`config.mk`:
```
export PLATFORM = sky130hd
export DESIGN_NAME = slot_txrx_sched_flat
export DESIGN_NICKNAME = d
export VERILOG_FILES = /design/src/rtl/slot_txrx_sched_pkg.sv /design/src/rtl/slot_txrx_sched_if.sv /design/src/rtl/slot_us_timer.sv /design/src/rtl/slot_txrx_sched.sv /design/src/flat_wrapper.sv
export SDC_FILE = /design/constraint.sdc
export NUM_CORES = 1
export LEC_CHECK = 0
export ABC_CLOCK_PERIOD_IN_PS = 3000
export CAP_MARGIN = 20
export CORE_ASPECT_RATIO = 0.8
export CORE_MARGIN = 10
export CORE_UTILIZATION = 52
export CTS_BUF_LIST = sky130_fd_sc_hd__clkbuf_16
export CTS_CLUSTER_DIAMETER = 60
export CTS_CLUSTER_SIZE = 20
export DETAILED_ROUTE_END_ITERATION = 8
export PLACE_DENSITY = 0.77
export SYNTH_ARGS = -nofsm -noshare
export SYNTH_HDL_FRONTEND = slang
export SYNTH_SLANG_ARGS = --single-unit
```
`constraint.sdc`:
```
create_clock -name clk_6M -period 3 [get_ports clk_6M]
set_input_delay 0.6 -clock clk_6M [delete_from_list [all_inputs] [get_ports clk_6M]]
set_output_delay 0.6 -clock clk_6M [all_outputs]
set_load 0.02 [all_outputs]
```
`src/rtl/slot_txrx_sched_pkg.sv`:
```
// rtl/slot_txrx_sched_pkg.sv - shared state encoding, timing defaults and slot helpers
package slot_txrx_sched_pkg;

   typedef enum logic [2:0] {
      ST_IDLE    = 3'd0,
      ST_TX_AC   = 3'd1,
      ST_TX_BODY = 3'd2,
      ST_RX_WIN  = 3'd3,
      ST_RX_BODY = 3'd4,
      ST_HOLD    = 3'd5
   } sched_state_e;

   localparam int ACLEN_DEF  = 72;
   localparam int RXWIN_DEF  = 20;
   localparam int SLOTUS_DEF = 625;

   localparam logic [2:0] SLOTS_1 = 3'd1;
   localparam logic [2:0] SLOTS_3 = 3'd3;
   localparam logic [2:0] SLOTS_5 = 3'd5;

   localparam int AC_W = 7;
   localparam int WD_W = 12;

   // Packets span an odd number of slots; 0 means single-slot, odd-less values round up.
   function automatic logic [2:0] norm_slots(input logic [2:0] s);
      case (s)
         3'd0, SLOTS_1: return SLOTS_1;
         3'd2, SLOTS_3: return SLOTS_3;
         default:       return SLOTS_5;
      endcase
   endfunction

   function automatic sched_state_e slot_decide(input logic master, input logic odd,
                                                input logic req, input logic grant);
      sched_state_e d;
      d = ST_IDLE;
      if (master) begin
         if (odd)      d = ST_RX_WIN;
         else if (req) d = ST_TX_AC;
      end else begin
         if (!odd)              d = ST_RX_WIN;
         else if (req && grant) d = ST_TX_AC;
      end
      return d;
   endfunction

endpackage

```
`src/rtl/slot_txrx_sched_if.sv`:
```
// rtl/slot_txrx_sched_if.sv - slot scheduler control and status bundle
interface slot_txrx_sched_if;
   logic       p_1us;
   logic       s_tslot_p;
   logic       slot_odd;
   logic       conns_en;
   logic       is_master;
   logic       tx_req;
   logic [2:0] occupy_slots;
   logic       tx_done_p;
   logic       sync_found_p;
   logic       rx_packet_end_p;
   logic       lt_addressed;
   logic       pk_encode;
   logic       tx_packet_st_p;
   logic       rx_window;
   logic       rx_timeout_p;
   logic       tx_abort_p;
   logic [2:0] sched_state;

   modport master (
      output p_1us, s_tslot_p, slot_odd, conns_en, is_master, tx_req, occupy_slots,
             tx_done_p, sync_found_p, rx_packet_end_p, lt_addressed,
      input  pk_encode, tx_packet_st_p, rx_window, rx_timeout_p, tx_abort_p, sched_state
   );

   modport slave (
      input  p_1us, s_tslot_p, slot_odd, conns_en, is_master, tx_req, occupy_slots,
             tx_done_p, sync_found_p, rx_packet_end_p, lt_addressed,
      output pk_encode, tx_packet_st_p, rx_window, rx_timeout_p, tx_abort_p, sched_state
   );
endinterface

```
`src/rtl/slot_us_timer.sv`:
```
// rtl/slot_us_timer.sv - p_1us counter with clear, saturation and limit-reach strobe
module slot_us_timer #(
   parameter int WIDTH = 7
) (
   input  logic             clk_6M,
   input  logic             rst,
   input  logic             clr,
   input  logic             tick,
   input  logic [WIDTH-1:0] limit,
   output logic             hit
);
   logic [WIDTH-1:0] count;
   logic             at_max;

   assign at_max = (count == {WIDTH{1'b1}});

   always_ff @(posedge clk_6M or posedge rst) begin
      if (rst)                  count <= '0;
      else if (clr)             count <= '0;
      else if (tick && !at_max) count <= count + WIDTH'(1);
   end

   // Flags the tick that carries the count onto limit, so the owner reacts in that same cycle.
   assign hit = tick && !at_max && ((count + WIDTH'(1)) == limit);
endmodule

```
`src/rtl/slot_txrx_sched.sv`:
```
// rtl/slot_txrx_sched.sv - per-slot TX/RX sequencer with occupancy tracking and watchdogs
module slot_txrx_sched
   import slot_txrx_sched_pkg::*;
#(
   parameter int ACLEN  = ACLEN_DEF,
   parameter int RXWIN  = RXWIN_DEF,
   parameter int SLOTUS = SLOTUS_DEF
) (
   input logic              clk_6M,
   input logic              rst,
   slot_txrx_sched_if.slave io
);
   sched_state_e    state, state_nxt;
   logic            slave_tx_grant, grant_nxt;
   logic [2:0]      slots_q;
   logic            entering;
   logic            ac_hit, wd_hit;
   logic [AC_W-1:0] ac_limit;
   logic [WD_W-1:0] wd_limit, tx_wd_limit;
   logic            tx_packet_st, rx_timeout, tx_abort;

   assign entering    = (state_nxt != state);
   assign ac_limit    = (state == ST_RX_WIN) ? AC_W'(RXWIN) : AC_W'(ACLEN);
   assign tx_wd_limit = WD_W'(int'(slots_q) * SLOTUS - 1);
   assign wd_limit    = (state == ST_RX_BODY) ? WD_W'(int'(SLOTS_5) * SLOTUS) : tx_wd_limit;

   slot_us_timer #(.WIDTH(AC_W)) u_ac_timer (
      .clk_6M (clk_6M),
      .rst    (rst),
      .clr    (entering),
      .tick   (io.p_1us),
      .limit  (ac_limit),
      .hit    (ac_hit)
   );

   // The TX watchdog spans access code and body, so entering TX_BODY does not restart it.
   slot_us_timer #(.WIDTH(WD_W)) u_wd_timer (
      .clk_6M (clk_6M),
      .rst    (rst),
      .clr    (entering && (state_nxt != ST_TX_BODY)),
      .tick   (io.p_1us),
      .limit  (wd_limit),
      .hit    (wd_hit)
   );

   always_ff @(posedge clk_6M or posedge rst) begin
      if (rst) begin
         state          <= ST_IDLE;
         slave_tx_grant <= 1'b0;
         slots_q        <= SLOTS_1;
      end else begin
         state          <= state_nxt;
         slave_tx_grant <= grant_nxt;
         if (state_nxt == ST_TX_AC && state != ST_TX_AC)
            slots_q <= norm_slots(io.occupy_slots);
      end
   end

   always_comb begin
      state_nxt    = state;
      grant_nxt    = slave_tx_grant;
      tx_packet_st = 1'b0;
      rx_timeout   = 1'b0;
      tx_abort     = 1'b0;
      if (!io.conns_en) begin
         state_nxt = ST_IDLE;
         grant_nxt = 1'b0;
      end else begin
         case (state)
            ST_IDLE, ST_HOLD: begin
               if (io.s_tslot_p)
                  state_nxt = slot_decide(io.is_master, io.slot_odd, io.tx_req, slave_tx_grant);
            end
            ST_TX_AC: begin
               if (ac_hit) begin
                  tx_packet_st = 1'b1;
                  state_nxt    = ST_TX_BODY;
               end
            end
            ST_TX_BODY: begin
               if (io.tx_done_p) begin
                  state_nxt = ST_IDLE;
               end else if (wd_hit) begin
                  tx_abort  = 1'b1;
                  state_nxt = ST_IDLE;
               end
            end
            ST_RX_WIN: begin
               if (io.sync_found_p) begin
                  state_nxt = ST_RX_BODY;
                  grant_nxt = 1'b0;
               end else if (ac_hit) begin
                  rx_timeout = 1'b1;
                  state_nxt  = ST_IDLE;
                  grant_nxt  = 1'b0;
               end
            end
            ST_RX_BODY: begin
               if (io.rx_packet_end_p) begin
                  state_nxt = ST_HOLD;
                  grant_nxt = io.lt_addressed & ~io.is_master;
               end else if (wd_hit) begin
                  state_nxt = ST_IDLE;
               end
            end
            default: state_nxt = ST_IDLE;
         endcase
      end
   end

   assign io.pk_encode      = (state == ST_TX_AC) || (state == ST_TX_BODY);
   assign io.rx_window      = (state == ST_RX_WIN);
   assign io.sched_state    = state;
   assign io.tx_packet_st_p = tx_packet_st;
   assign io.rx_timeout_p   = rx_timeout;
   assign io.tx_abort_p     = tx_abort;
endmodule
```
`src/flat_wrapper.sv`:
```
// flat-port wrapper written by rule: the top's interface ports become plain ports
module slot_txrx_sched_flat import slot_txrx_sched_pkg::*;
#(
   parameter int ACLEN  = ACLEN_DEF,
   parameter int RXWIN  = RXWIN_DEF,
   parameter int SLOTUS = SLOTUS_DEF
)
  (clk_6M, rst, io_p_1us, io_s_tslot_p, io_slot_odd, io_conns_en, io_is_master, io_tx_req, io_occupy_slots, io_tx_done_p, io_sync_found_p, io_rx_packet_end_p, io_lt_addressed, io_pk_encode, io_tx_packet_st_p, io_rx_window, io_rx_timeout_p, io_tx_abort_p, io_sched_state);
  slot_txrx_sched_if io_i ();
  input logic clk_6M;
  input logic rst;
  input wire logic [$bits(io_i.p_1us)-1:0] io_p_1us;
  input wire logic [$bits(io_i.s_tslot_p)-1:0] io_s_tslot_p;
  input wire logic [$bits(io_i.slot_odd)-1:0] io_slot_odd;
  input wire logic [$bits(io_i.conns_en)-1:0] io_conns_en;
  input wire logic [$bits(io_i.is_master)-1:0] io_is_master;
  input wire logic [$bits(io_i.tx_req)-1:0] io_tx_req;
  input wire logic [$bits(io_i.occupy_slots)-1:0] io_occupy_slots;
  input wire logic [$bits(io_i.tx_done_p)-1:0] io_tx_done_p;
  input wire logic [$bits(io_i.sync_found_p)-1:0] io_sync_found_p;
  input wire logic [$bits(io_i.rx_packet_end_p)-1:0] io_rx_packet_end_p;
  input wire logic [$bits(io_i.lt_addressed)-1:0] io_lt_addressed;
  output wire logic [$bits(io_i.pk_encode)-1:0] io_pk_encode;
  output wire logic [$bits(io_i.tx_packet_st_p)-1:0] io_tx_packet_st_p;
  output wire logic [$bits(io_i.rx_window)-1:0] io_rx_window;
  output wire logic [$bits(io_i.rx_timeout_p)-1:0] io_rx_timeout_p;
  output wire logic [$bits(io_i.tx_abort_p)-1:0] io_tx_abort_p;
  output wire logic [$bits(io_i.sched_state)-1:0] io_sched_state;
  assign io_i.p_1us = io_p_1us;
  assign io_i.s_tslot_p = io_s_tslot_p;
  assign io_i.slot_odd = io_slot_odd;
  assign io_i.conns_en = io_conns_en;
  assign io_i.is_master = io_is_master;
  assign io_i.tx_req = io_tx_req;
  assign io_i.occupy_slots = io_occupy_slots;
  assign io_i.tx_done_p = io_tx_done_p;
  assign io_i.sync_found_p = io_sync_found_p;
  assign io_i.rx_packet_end_p = io_rx_packet_end_p;
  assign io_i.lt_addressed = io_lt_addressed;
  assign io_pk_encode = io_i.pk_encode;
  assign io_tx_packet_st_p = io_i.tx_packet_st_p;
  assign io_rx_window = io_i.rx_window;
  assign io_rx_timeout_p = io_i.rx_timeout_p;
  assign io_tx_abort_p = io_i.tx_abort_p;
  assign io_sched_state = io_i.sched_state;
  slot_txrx_sched #(.ACLEN(ACLEN), .RXWIN(RXWIN), .SLOTUS(SLOTUS)) u_core (.clk_6M(clk_6M), .rst(rst), .io(io_i));
endmodule
```
---- After elaboration in Yosys (flattened, before gate mapping) ----
Index checks and enable logic that the tools add are counted.
storage, ports and cells
  output and inout port bits .............. 8
  bits in registers ....................... 26
  input port bits ......................... 15
  word-level logic and storage cells ...... 84
cells by class
  reductions and logical operators ........ 18
  bitwise gates (word level) .............. 2
  eq/ne operators ......................... 19
  add/sub/neg operators ................... 3
  $mul .................................... 1
  mux-type cells .......................... 36
operators by type and width
  kind                     number
  $mux W12                 3
  $mux W3                  11
  $mux W7                  3
  $mux W1                  16
  $pmux W3 S5              1
  $add A12 B1 Y12 const B  1
  $eq A12 B12 Y1           1
  $eq A12 B12 Y1 const B   1
  $eq A3 B2 Y1 const B     4
  $mul A3 B10 Y12 const B  1
  $sub A12 B2 Y12 const B  1
  $eq A3 B1 Y1 const B     3
  $add A7 B1 Y7 const B    1
  $eq A7 B7 Y1             1
  $eq A7 B7 Y1 const B     1
  $logic_and A1 B1 Y1      7
  $eq A3 B3 Y1 const B     2
  $logic_not A3 Y1         2
  $ne A3 B1 Y1 const B     2
  $pmux W3 S2              1
  $reduce_or A2 Y1         3
  $ne A4 B3 Y1 const B     1
  $reduce_bool A2 Y1       2
  $ne A3 B2 Y1 const B     1
  8 further kinds          9

---- Logic depth before layout (Yosys ltp) ----
  word-level depth ........................ 12
  gate-level depth with buffers ........... 11
  depth with buffers taken out ............ 10

---- Hierarchy ----
A second synthesis with hierarchy kept.
second synthesis, totals
  cell total of the unflattened synthesis .. 285
  area total of the unflattened synthesis .. 2,448.6 um^2
modules (own cells, without submodules)
  module                             area each (um^2)  cells each  times used
  slot_us_timer (u_core.u_wd_timer)  1,018.5           115         1
  slot_txrx_sched                    907.1             112         1
  slot_us_timer (u_core.u_ac_timer)  523.0             58          1

---- Worst setup path before layout ----
No wires, ideal clock.
  path kind ............................... flip-flop to output port
  from .................................... reg u_core.slots_q[1]
  to ...................................... out io_tx_abort_p
  setup slack ............................. -0.274 ns
  cell stages (with the launch flop) ...... 10
  arrival ................................. 2.674 ns
  required time ........................... 2.400 ns
  cell sequence ........................... dfrtp_1 inv_1 ha_1 nor2_1 or3_1 a221o_1 a211o_1 a2111oi_4 nand2_1 nor2_1
between the ends
  longest elaborated chain between the ends .. 9
ends and longest elaborated chain
  element                   line                   RTL
  start: declaration        slot_txrx_sched.sv:15  logic [2:0] slots_q;
  start signal: assignment  slot_txrx_sched.sv:55  slots_q <= norm_slots(io.occupy_slots);
  $mul A3 B10 Y12           slot_txrx_sched.sv:24  assign tx_wd_limit = WD_W'(int'(slots_q) * SLOTUS - 1);
  $sub A12 B2 Y12           slot_txrx_sched.sv:24
  $mux W12                  slot_txrx_sched.sv:25  assign wd_limit = (state == ST_RX_BODY) ? WD_W'(int'(SLOTS_5) * SLOTUS) : tx_wd_limit;
  $eq A12 B12 Y1            slot_us_timer.sv:24    assign hit = tick && !at_max && ((count + WIDTH'(1)) == limit);
  $logic_and A1 B1 Y1       slot_us_timer.sv:24
  $mux W1                   slot_txrx_sched.sv:83  end else if (wd_hit) begin
  $mux W1                   slot_txrx_sched.sv:81  if (io.tx_done_p) begin
  $mux W1                   slot_txrx_sched.sv:69  case (state)
  $mux W1                   slot_txrx_sched.sv:65  if (!io.conns_en) begin
  end: declaration          flat_wrapper.sv:27     output wire logic [$bits(io_i.tx_abort_p)-1:0] io_tx_abort_p;
Every way passes these cells.

---- Worst setup path in the final report ----
Same ends and word-level chain as after synthesis.

==> flow_summary.json <==
{
  "grt_max_degree": 19,
  "slew_viol_final": 0,
  "synth-seq-area-share_pct": 27.40,
  "finClkSkew_ps": 4.401,
  "drt-total-wl_mm": 8.406,
  "tritoncts": "built",
  "final_util_pct": 82.92,
  "grt_antenna_before_repair": 0,
  "cts.path.max_buffers": 2,
  "power_density_nw_per_um2": 579.6,
  "drive_gt1_share_pct": 35.47,
  "crit_path_max_fanout": 3,
  "cts_sinks": 25,
  "place_inst": 419,
  "fin_cells": 432,
  "start_util_pct": 54.32,
  "first_global_vias": 2526,
  "endpoint_kind": "output port",
  "rsz0062_at_grt": "true",
  "core_area_sq_um": 4204,
  "critical_path_required_ps": 2400,
  "fin_ws_ps": -231.8,
  "worst_slew_pin_slew_ps": 744.1,
  "clkTransAtPathRegs_ps": 70,
  "violations": "negative setup slack",
  "hold_buffers": 0,
  "leakage_uw": 0.001467,
  "async_flop_share_pct": 100.0,
  "fin_crit_ps": 3232,
  "grtUsageTotal_pct": 20.33,
  "synth_area_leader_cell": "dfrtp_1",
  "critPathLaunchType": "flop",
  "yosys.area.top_type_share_pct": 27.40,
  "antenna_cells": 0,
  "synth_fp_nets": 304,
  "max_freq_mhz": 309.4,
  "wl_per_cell_um": 19.46,
  "io_pins": 23,
  "place_ws_ps": -449.6,
  "totalPowerFinal_uw": 2020,
  "routed_via_density": 6.308,
  "root_buffer": "clkbuf_16",
  "layout.nets": 401,
  "die_x_um": 94.09,
  "dr.pass1.iters": 6,
  "hold_viol_final": 0,
  "die_y_um": 79.27,
  "syn_area_sq_um": 2283,
  "syn_inst": 279,
  "ir_drop_mv": 0.4159,
  "synth.distinct_cells": 56,
  "clkLatencyLatePin_ps": 270,
  "ys_dominant_reg_cell": "dfrtp_1",
  "drtAntennaViolNets": 0,
  "ys_warn_count": 0,
  "finalCritPeriodShare_pct": 107.7,
  "criticalPathCategory": "flop to output port",
  "synth_edf_count": 0,
  "grt_pass1_wl_mm": 12.36,
  "io_buffers": 21,
  "setup_viol": 24,
  "fillers": 215,
  "die_area_sq_um": 7459,
  "dp_hpwl_mm": 5.264,
  "gp_congestion": 0.9496,
  "status": "finished, violations left",
  "worstPathArrival_ps": 2630,
  "synthToLayoutAreaGrowth_pct": 52.66,
  "synth-seq-cells": 25,
  "overflow": 0,
  "drt-initial-drc-count": 355,
  "rows": 21,
  "drc_errors": 0,
  "relSlewSlack_pct": 50.34,
  "htreeDepth": 1,
  "maxCapViolations": 0,
  "ys_top_cells_by_area": "dfrtp_1 27%, xnor2_1 9.6%, nand2_1 6.4%",
  "syn_area_per_cell_sq_um": 8.184,
  "holdCritPathClass": "flop to flop",
  "vias": 2725,
  "numCtsBuffers": 3
}
placed cells by master (no fill, tap or decap), types with 5 or more instances in the layout:
cell	count
buf_4	78
nand2_1	38
xnor2_1	25
dfrtp_1	24
nor2_1	18
clkdlybuf4s50_1	18
xor2_1	14
a21oi_1	13
nor3_1	12
nand3_1	8
ha_1	8
inv_1	6
nor3_4	6
nand4_1	5
buf_6	5
report_power, final:
group / switching (uW) / leakage (uW) / internal (uW)
combinational: 660 / 0.00109 / 628
clock: 124 / 0.0000423 / 179
sequential: 42.0 / 0.000338 / 388
total: 826 / 0.00147 / 1190
final cells by class:
class                   instances  area, sq um  share of cell area [%]
clock buffers                   3        75.07                   2.154
clock inverters                 1        3.754                  0.1077
multi-input cells             237         1856                   53.23
repair buffers                102        827.0                   23.73
flip-flops and latches         25        626.9                   17.98
inverters                       7        26.28                  0.7538
well taps                      57        71.32                   2.046
synthesized netlist by cell type, types with 2 or more instances:
| library cell | instances |
|---|---|
| nand2_1 | 39 |
| dfrtp_1 | 25 |
| xnor2_1 | 25 |
| nor3_1 | 22 |
| nor2_1 | 21 |
| a21oi_1 | 14 |
| xor2_1 | 14 |
| ha_1 | 10 |
| nand3_1 | 8 |
| clkbuf_1 | 7 |
| inv_1 | 7 |
| mux2i_1 | 5 |
| nand4_1 | 5 |
| o21ai_0 | 5 |
| or3_1 | 5 |
| and3_1 | 4 |
| nor2b_1 | 4 |
| a211oi_1 | 3 |
| buf_2 | 3 |
| nand2b_1 | 3 |
| nand3b_1 | 3 |
| nor3b_1 | 3 |
| or2_2 | 3 |
| a311oi_1 | 2 |
| a31oi_1 | 2 |
| and2_1 | 2 |
| nor4bb_1 | 2 |
| o21a_1 | 2 |
| o21ai_1 | 2 |
| o32ai_1 | 2 |
| or4_1 | 2 |
worst paths after layout:
path | from | slack [ps] | endpoint | cells past startpoint
worst max-delay path | u_core.slots_q[1]$_DFFE_PP0P_ | -230 | io_tx_abort_p | 10
max in group asynchronous | rst | 1630 | u_core.u_wd_timer.count[6]$_DFFE_PP0P_ | 3
min in group asynchronous | rst | 760 | u_core.u_wd_timer.count[5]$_DFFE_PP0P_ | 2
worst min register to register | u_core.slave_tx_grant$_DFFE_PP0P_ | 560 | u_core.slave_tx_grant$_DFFE_PP0P_ | 2
worst min-delay path | u_core.slave_tx_grant$_DFFE_PP0P_ | 560 | u_core.slave_tx_grant$_DFFE_PP0P_ | 2
worst max register to register | u_core.io.sched_state[0]$_DFF_PP0_ | -140 | u_core.slots_q[2]$_DFFE_PP0P_ | 10
sequential cells by signal, summed over array words and instances, names as in the netlist:
register,cells
u_core.io.sched_state,3
u_core.u_wd_timer.count,12
u_core.slave_tx_grant,1
u_core.slots_q,2
u_core.u_ac_timer.count,7
layer usage:
layer  global-route usage, %  up-vias  routed length, um
li1                        -     1192                  -
met1                   26.18     1262               3336
met2                   31.93      208               3679
met3                   4.135       63                897
met4                   9.242        0                493
met5                       0        -                  0
per-stage QoR:
stage / TNS, ps / hold slack, ps / instance area, sq um
2_1_floorplan: 0 / 508.6 / 2297
4_1_cts: -264.1 / 588.5 / 3313
3_5_place_dp: -6645 / 576.3 / 3078
3_3_place_gp: -5011 / 529.2 / 3078
5_1_grt: -3594 / 616.4 / 3486
6_report: -2031 / 561.7 / 3486
cell families after synthesis:
family / count (synthesis) / share of synthesized area, %
AO/OA/AOI/OAI: 47 / 15.45
AND/OR/NAND/NOR: 134 / 30.41
flip-flops: 25 / 27.40
buffers and inverters: 17 / 2.959
XOR/XNOR: 39 / 14.96
adder cells (fa/ha/maj): 10 / 5.479
multiplexers: 7 / 3.342
what timing repair did:
item	in CTS	in global routing
gates resized for setup	35	31
setup buffers	4	4
cloned	1	0
hold endpoints to repair	0	0
endpoints found under the setup margin	24	24
pin swaps	9	18
critical path, stage by stage (launching register included):
cell and delay (ps):
dfrtp_2 430, buf_4 160, ha_4 170, nor2_4 120
o21ai_0 150, a221o_1 400, a211o_1 330, a2111oi_4 250
nand2_2 130, nor2_4 100, buf_6 130
Note: power is estimated with default switching activity, not from simulation.
